$ cat src/rtl/fan_tach_meter.sv
// Fan tachometer meter: synchronises tach_in, counts rising edges per gate window,
// measures edge-to-edge period in clock cycles and flags a stalled fan.
module fan_tach_meter #(
  parameter int WINDOW_CYCLES = 1000,
  parameter int STALL_CYCLES  = 500,
  parameter int CNT_W         = 16
) (
  input  logic             clk_in,
  input  logic             rst,
  input  logic             tach_in,
  output logic [CNT_W-1:0] edge_count,
  output logic             count_valid,
  output logic [CNT_W-1:0] period,
  output logic             period_valid,
  output logic             stall,
  output logic             dbg_armed
);

  localparam int WIN_W = (WINDOW_CYCLES > 1) ? $clog2(WINDOW_CYCLES) : 1;
  localparam logic [WIN_W-1:0] WIN_LAST   = WIN_W'(WINDOW_CYCLES - 1);
  localparam logic [WIN_W-1:0] WIN_ONE    = WIN_W'(1);
  localparam logic [CNT_W-1:0] CNT_ONE    = CNT_W'(1);
  localparam logic [CNT_W-1:0] STALL_LAST = CNT_W'(STALL_CYCLES - 1);

  typedef enum logic {
    ST_IDLE  = 1'b0,
    ST_ARMED = 1'b1
  } state_t;

  // Valid/ready note: this block has no backpressure; count_valid and
  // period_valid are single-cycle qualifiers for edge_count and period,
  // which hold their values between pulses.

  logic             r_s1;
  logic             r_s2;
  logic             r_d;
  logic [WIN_W-1:0] r_win;
  logic [CNT_W-1:0] r_acc;
  logic [CNT_W-1:0] r_per;
  state_t           r_state;
  logic [CNT_W-1:0] r_edge_count;
  logic             r_count_valid;
  logic [CNT_W-1:0] r_period;
  logic             r_period_valid;
  logic             r_stall;

  logic             w_rise;
  logic             w_win_last;
  logic [CNT_W-1:0] w_acc_next;
  logic [CNT_W-1:0] w_per_inc;
  logic             w_stall_hit;
  state_t           w_state_next;
  logic             w_period_load;
  logic             w_stall_set;
  logic             w_stall_clr;

  assign w_rise      = r_s2 & ~r_d;
  assign w_win_last  = (r_win == WIN_LAST);
  assign w_acc_next  = (w_rise && !(&r_acc)) ? r_acc + CNT_ONE : r_acc;
  assign w_per_inc   = (&r_per) ? r_per : r_per + CNT_ONE;
  // A rise on the same cycle as the stall threshold keeps the fan alive.
  assign w_stall_hit = (r_per == STALL_LAST) && !w_rise;

  always_ff @(posedge clk_in) begin
    if (rst) begin
      r_state <= ST_IDLE;
    end else begin
      r_state <= w_state_next;
    end
  end

  always_comb begin
    w_state_next  = r_state;
    w_period_load = 1'b0;
    w_stall_set   = 1'b0;
    w_stall_clr   = 1'b0;
    case (r_state)
      ST_IDLE: begin
        if (w_rise) begin
          w_state_next = ST_ARMED;
          w_stall_clr  = 1'b1;
        end else if (w_stall_hit) begin
          w_stall_set = 1'b1;
        end
      end
      ST_ARMED: begin
        if (w_rise) begin
          w_period_load = 1'b1;
          w_stall_clr   = 1'b1;
        end else if (w_stall_hit) begin
          w_state_next = ST_IDLE;
          w_stall_set  = 1'b1;
        end
      end
      default: begin
        w_state_next = ST_IDLE;
      end
    endcase
  end

  always_ff @(posedge clk_in) begin
    if (rst) begin
      r_s1           <= 1'b0;
      r_s2           <= 1'b0;
      r_d            <= 1'b0;
      r_win          <= '0;
      r_acc          <= '0;
      r_per          <= '0;
      r_edge_count   <= '0;
      r_count_valid  <= 1'b0;
      r_period       <= '0;
      r_period_valid <= 1'b0;
      r_stall        <= 1'b0;
    end else begin
      r_s1 <= tach_in;
      r_s2 <= r_s1;
      r_d  <= r_s2;

      // A rise on the terminal window cycle is folded into the closing count.
      r_win         <= w_win_last ? '0 : r_win + WIN_ONE;
      r_acc         <= w_win_last ? '0 : w_acc_next;
      r_count_valid <= w_win_last;
      if (w_win_last) begin
        r_edge_count <= w_acc_next;
      end

      r_per          <= w_rise ? '0 : w_per_inc;
      r_period_valid <= w_period_load;
      if (w_period_load) begin
        r_period <= w_per_inc;
      end else if (w_stall_set) begin
        r_period <= '0;
      end

      if (w_stall_set) begin
        r_stall <= 1'b1;
      end else if (w_stall_clr) begin
        r_stall <= 1'b0;
      end
    end
  end

  assign edge_count   = r_edge_count;
  assign count_valid  = r_count_valid;
  assign period       = r_period;
  assign period_valid = r_period_valid;
  assign stall        = r_stall;
  assign dbg_armed    = (r_state == ST_ARMED);

endmodule

$ cat config.mk
export PLATFORM = sky130hd
export DESIGN_NAME = fan_tach_meter
export DESIGN_NICKNAME = d
export VERILOG_FILES = /design/src/rtl/fan_tach_meter.sv
export SDC_FILE = /design/constraint.sdc
export NUM_CORES = 1
export LEC_CHECK = 0
export CAP_MARGIN = 0
export CORE_MARGIN = 2
export CORE_UTILIZATION = 59
export DETAILED_ROUTE_END_ITERATION = 8
export PLACE_DENSITY = 0.95
export SETUP_SLACK_MARGIN = 0.5
export SYNTH_ARGS = -nofsm -noshare
export SYNTH_HDL_FRONTEND = slang
export SYNTH_SLANG_ARGS = --single-unit
export TNS_END_PERCENT = 100
$ cat constraint.sdc
create_clock -name clk_in -period 5.5 [get_ports clk_in]
set_input_delay 1.1 -clock clk_in [delete_from_list [all_inputs] [get_ports clk_in]]
set_output_delay 1.1 -clock clk_in [all_outputs]
set_load 0.05 [all_outputs]
# Word-level counts from Yosys, hierarchy flattened
# Index checks and enable logic that the tools add are counted.
# totals
regBits	81
latch_bits	0
ramBits	0
rom_bits	0
inputBits	3
output_inout_bits	36
wordCells	43
n_memories	0
# op_classes
add_sub_neg	3
n_mul	0
div	0
n_lt_le_gt_ge	0
eq_ne	2
n_shift	0
mux	13
bitwise	3
n_reduce_logical	10
# op_table
cell	n
$mux 16	4
$add 16x1->16 const B	2
$reduce_and 16->1	2
$eq 16x9->1 const B	1
$add 10x1->10 const B	1
$eq 10x10->1 const B	1
$mux 1	8
$reduce_bool 2->1	2
$reduce_or 2->1	2
$logic_and 1x1->1	2
$logic_not 1->1	2
$not 1->1	2
$pmux 1 s2	1
$and 1x1->1	1

# Depth between registers and ports, before layout
# Gate-level depths: netlist of run 1.
# depth
word_depth	8
ltp_mapped	9
depth_no_buf	6

# Worst setup path after synthesis of run 1
# Ideal clock, no wire load.
# synth_timing
kind	input to register
from	in rst
to	reg r_period[0], in the netlist period[0]
setup_time_ns	0.125
arrival_time_ns	1.885
setup_slack_ns	3.490
cell_stages	4
n_path_buf	2
path_cell_list	clkbuf_1 -> nand3b_1 -> clkbuf_1 -> o2bb2ai_1
# synth_lines
item	line	rtl
from (decl)	9	input logic rst,
to (signal assigned)	130	r_period <= w_per_inc;
to (decl)	43	logic [CNT_W-1:0] r_period;

==> flow_metrics.tcl, run 1 <==
set metrics [dict create \
    status "finished clean" \
    finalCritPeriodShare 0.566 \
    core_area_um2 5470 \
    syn-num-nets 356 \
    die_h_um 79.1 \
    startpoint_type "input pin" \
    hold_slack_ps 443 \
    grt-ovfl-total 0 \
    synth_area_per_cell_um2 9.50 \
    maxSlewViolCount 0 \
    wl_um 6810 \
    cts_root_buffer "clkbuf_8" \
    cts_resized 0 \
    via_per_inst 5.79 \
    drc 0 \
    fillers 411 \
    slew_headroom 0.283 \
    cts_setup_buffers 0 \
    tightest_slew_ps 1070 \
    stdcell_area_um2 3900 \
    fin_skew_ps 8.37 \
    drt-initial-drc-count 145 \
    wire_per_inst_um 14.8 \
    grt_usage 0.235 \
    clk_pin_slew_ps 80 \
    rsz0062_at_grt "no" \
    drive_gt1_frac 0.0874 \
    ant_nets 0 \
    clock_path_buffers 2 \
    cts_sinks 81 \
    start_util 0.607 \
    diodes 0 \
    ys_ff_latch 81 \
    row_count 27 \
    setup-violations-final 0 \
    cts_tree "done" \
    first_pass_iters 7 \
    vdd_drop_max_uv 211 \
    grt_use_met1 0.280 \
    p_leak_nw 1.34 \
    cap_violations 0 \
    use_met3 0.0761 \
    reg2reg_depth 6 \
    dieArea_um2 6250 \
    cp_max_fo 29 \
    placed_area_um2 3730 \
    use_met2 0.389 \
    hold_depth 1 \
    numCtsBuffers 9 \
    io_pins 39 \
    yosysSeqAreaShare 0.488 \
    crit_required_ps 5810 \
    top_usage_layer "met2" \
    dp_hpwl_um 4630 \
    power_density_nw_per_um2 257 \
    synth_cells 350 \
    gp_congestion 0.913 \
    path_class "in -> reg" \
    synth_warnings 0 \
    period_minus_slack_ps 3110 \
    hold_path_class "reg -> reg" \
    final_util 0.713 \
    fmax_mhz 321 \
    portBuffers 38 \
    hold_buffers 0 \
    area_delta_synth_final_pct 17.3 \
    num_vias 2667 \
    h-tree-depth 3 \
    synth_cell_types 49 \
    fin_nets 391 \
    critical_path.endpoint_type "flip-flop" \
    grt_first_pass_wirelength_um 11400 \
    tns_ps 0 \
    synth_area_um2 3320 \
    grt_max_degree 30 \
    hold_viol 0 \
    finalPower_mw 1.00 \
    arrival_ps 3420 \
    antenna_found_initial 0 \
    clkLatencyLatePin_ps 360 \
    dieWidth_um 79.1 \
    grt_pass1_vias 2524 \
]
-- flip-flops by register name (all words and copies together) (netlist names), 10 cells and up --
signal and count:
r_win 10, r_acc 16, edge_count 16, r_per 16, period 16
-- synthesized netlist by cell type (all sizes together) --
| cell | number | area [um2] |
|---|---|---|
| a41oi | 1 | 8.76 |
| o2bb2ai | 11 | 96.3 |
| nor4 | 8 | 90.1 |
| a2bb2o | 1 | 11.3 |
| and2 | 3 | 18.8 |
| a22o | 1 | 8.76 |
| clkbuf | 8 | 30.0 |
| and3 | 7 | 43.8 |
| nor3b | 2 | 20.0 |
| a21o | 3 | 22.5 |
| nand2 | 16 | 67.6 |
| ha | 3 | 37.5 |
| mux2i | 6 | 60.1 |
| dfxtp | 81 | 1620 |
| a31oi | 7 | 43.8 |
| nand2b | 5 | 31.3 |
| nand4b | 1 | 8.76 |
| buf | 7 | 42.5 |
| nor3 | 13 | 65.1 |
| nor2 | 66 | 260 |
| and4 | 4 | 37.5 |
| nor4b | 1 | 8.76 |
| o31ai | 1 | 7.51 |
| nand4 | 12 | 96.3 |
| xor2 | 7 | 61.3 |
| nor2b | 3 | 18.8 |
| and4b | 1 | 10.0 |
| nand3b | 3 | 22.5 |
| and2b | 1 | 7.51 |
| a211oi | 15 | 128 |
| a21oi | 5 | 25.0 |
| or3 | 2 | 12.5 |
| o21ai | 7 | 35.0 |
| nand3 | 16 | 85.1 |
| or2 | 1 | 6.26 |
| inv | 2 | 7.51 |
| xnor2 | 19 | 166 |
-- layout by cell type, fill, tap and decap left out, types with 4 or more instances in the layout --
cell type        netlist  layout
a21oi_1                5       5
nor2_1                63      63
clkbuf_8               0      10
mux2i_1                6       6
nand2b_1               5       5
xor2_1                 7       7
xnor2_1               19      19
dfxtp_1               81      81
a211oi_1              12      12
nand3_1               15      15
nand2_1               15      15
clkdlybuf4s50_1        0      38
nand4_1               10      10
a31oi_1                7       7
nor4_2                 4       4
o2bb2ai_1             11      11
nor3_1                13      13
and3_1                 7       7
o21ai_0                7       7
-- per-stage QoR --
stage,worst slack [ps],cells
6_report,2390,461
5_1_grt,2210,461
4_1_cts,2420,461
3_5_place_dp,2030,446
3_3_place_gp,2080,446
2_1_floorplan,3490,350
-- cells by family after synthesis --
group / after synthesis / share of synthesized area
flip-flops: 81 / 0.488
AND/OR/NAND/NOR: 165 / 0.274
AO/OA/AOI/OAI: 52 / 0.116
multiplexers: 6 / 0.0181
XOR/XNOR: 26 / 0.0685
adder cells (fa/ha/maj): 3 / 0.0113
buffers and inverters: 17 / 0.0241
-- where the power goes --
| part | total [mW] | switching [mW] | internal (mW) |
|---|---|---|---|
| combinational | 0.0294 | 0.0200 | 0.00937 |
| clock | 0.377 | 0.206 | 0.172 |
| sequential | 0.597 | 0.00523 | 0.592 |
-- critical path, stage by stage --
cell	delay, ps
clkdlybuf4s50_1	910
a211oi_2	1080
a2bb2o_2	320
-- per-layer routing --
metal  routed length (um)  vias up  share of wire
met1                 2940     1247           0.43
li1                     -     1315              -
met5                    0        -              0
met4                   92        0          0.014
met3                  463        8          0.068
met2                 3310       97           0.49
-- path summary, 6_finish.rpt --
path | start | to | slack, ps
hold reg to reg | r_s1 | r_s2 | 440
hold / removal | r_s1 | r_s2 | 440
setup reg to reg | r_win[0] | r_acc[4] | 3200
setup / recovery | rst | period[14] | 2390
-- cell type report --
class / instances / area (um2) / area share
Sequential cell: 81 / 1620 / 0.416
Timing Repair Buffer: 39 / 388 / 0.0995
Inverter: 2 / 7.51 / 0.00192
Clock buffer: 10 / 138 / 0.0353
Clock inverter: 5 / 32.5 / 0.00834
Tap cell: 72 / 90.1 / 0.0231
Multi-Input combinational cell: 252 / 1620 / 0.416
No activity file was read; power rests on OpenSTA's default activity.
==> inputs of run 2 (changes only) <==
--- a/config.mk
+++ b/config.mk
@@ -7,9 +7,9 @@
 export LEC_CHECK = 0
 export CAP_MARGIN = 0
 export CORE_MARGIN = 2
-export CORE_UTILIZATION = 59
+export CORE_UTILIZATION = 55
 export DETAILED_ROUTE_END_ITERATION = 8
-export PLACE_DENSITY = 0.95
+export PLACE_DENSITY = 0.9
 export SETUP_SLACK_MARGIN = 0.5
 export SYNTH_ARGS = -nofsm -noshare
 export SYNTH_HDL_FRONTEND = slang
==> constraint.sdc (replaced) <==
create_clock -name clk_in -period 2.96 [get_ports clk_in]
set_input_delay 0.592 -clock clk_in [delete_from_list [all_inputs] [get_ports clk_in]]
set_output_delay 0.592 -clock clk_in [all_outputs]
set_load 0.05 [all_outputs]
==> flow_metrics.tcl, run 2 (synthesis gave the netlist of run 1 again) <==
set metrics [dict create \
    cp_max_fo 4 \
    start_util 0.565 \
    setup-violations-final 0 \
    hold_viol 0 \
    critPathTopFamily "buffers and inverters" \
    tightest_slew_ps 526 \
    clock_path_buffers 2 \
    drt-initial-drc-count 155 \
    final_cell_mix "dfxtp_1, nor2_1, clkdlybuf4s50_1, xnor2_1" \
    hold_path_class "reg -> reg" \
    numCtsBuffers 9 \
    cts_setup_buffers 0 \
    multi_input_area_um2 1620 \
    crit_chain "clkdlybuf4s50_1" \
    drc 0 \
    final_common_cell "dfxtp_1" \
    critPathMaxStageDelay_ps 840 \
    grt_first_pass_wirelength_um 10900 \
    cts_root_buffer "clkbuf_8" \
    critical_path.endpoint_type "primary output" \
    p_leak_nw 1.37 \
    cts_tree "done" \
    io_pins 39 \
    wl_um 6520 \
    fmax_mhz 458 \
    wire_per_inst_um 14.0 \
    portBuffers 38 \
    maxSlewViolCount 0 \
    drive_gt1_frac 0.0918 \
    rsz0062_at_grt "no" \
    gp_congestion 0.869 \
    grt-ovfl-total 0 \
    crit_required_ps 2370 \
    grt_usage 0.211 \
    arrival_ps 1590 \
    tns_ps 0 \
    row_count 28 \
    dp_slack_ps 814 \
    status "finished clean" \
    clkLatencyLatePin_ps 340 \
    area_delta_synth_final_pct 18.7 \
    vdd_drop_max_uv 361 \
    path_class "reg -> out" \
    startpoint_type "flip-flop" \
    core_area_um2 5890 \
    fin_skew_ps 8.77 \
    antenna_found_initial 0 \
    fin_ws_ps 775 \
    first_pass_iters 5 \
    finalCritPeriodShare 0.738 \
    num_vias 2658 \
    fillers 451 \
    hold_buffers 0 \
    h-tree-depth 3 \
    die_h_um 81.7 \
    dieWidth_um 81.7 \
    slowest_stage "clkdlybuf4s50_1" \
    cap_violations 0 \
    grt_pass1_vias 2476 \
    seq_area_um2 1620 \
    fin_nets 395 \
    cts_sinks 81 \
    power_density_nw_per_um2 488 \
    clk_pin_slew_ps 70 \
    via_per_inst 5.69 \
    cts_resized 0 \
    grt_max_degree 27 \
    dp_hpwl_um 4620 \
    cp.buffers_inverters 1 \
    period_minus_slack_ps 2190 \
    ant_nets 0 \
    dieArea_um2 6680 \
    diodes 0 \
    rrSetupSlack_ps 970 \
    slew_headroom 0.649 \
]
==> run 2: cell types whose count changed in the layout (fill, tap and decap cells not counted), sizes merged <==
cell      before  now
bufinv         0    1
clkinvlp       3    1
clkinv         2    1
clkbuf        10   11
buf            1    5
==> run 2: cell type report <==
class,instances,share of cell area
clock buffer,11,0.0358
clock inverter,3,0.0108
inverter,2,0.00190
multi-input combinational,252,0.411
sequential,81,0.411
tap,75,0.0238
timing repair buffer,43,0.106
==> run 2: final timing paths <==
check	start	to	cells past startpoint
max	dbg_armed	dbg_armed	1
min	r_win[0]	r_win[0]	1
max reg2reg	r_per[0]	period[14]	6
min reg2reg	r_win[0]	r_win[0]	1
==> run 2: through the flow <==
stage | utilization | total power [mW] | hold WS, ps | area (um2) | std cells
floorplan | - | 1.18 | 413 | 3320 | 350
global placement | 0.639 | 1.19 | 422 | 3760 | 453
detailed placement | 0.639 | 1.19 | 430 | 3760 | 453
CTS | 0.671 | 1.95 | 440 | 3950 | 467
global route | 0.671 | 2.00 | 456 | 3950 | 467
finish | 0.671 | 1.93 | 438 | 3950 | 467
==> run 2: report_power, final <==
group	internal (mW)	leakage, nW	switching [mW]
clock network	0.402	0.0913	0.356
registers	1.10	0.654	0.00972
logic	0.0202	0.622	0.0376
total	1.52	1.37	0.404
==> run 2: routing by layer <==
layer / track usage / up-vias / part of all wire
met4: 0.110 / 0 / 0.033
met1: 0.266 / 1242 / 0.46
met5: 0 / - / 0
li1: - / 1331 / -
met2: 0.328 / 65 / 0.46
met3: 0.0582 / 20 / 0.041
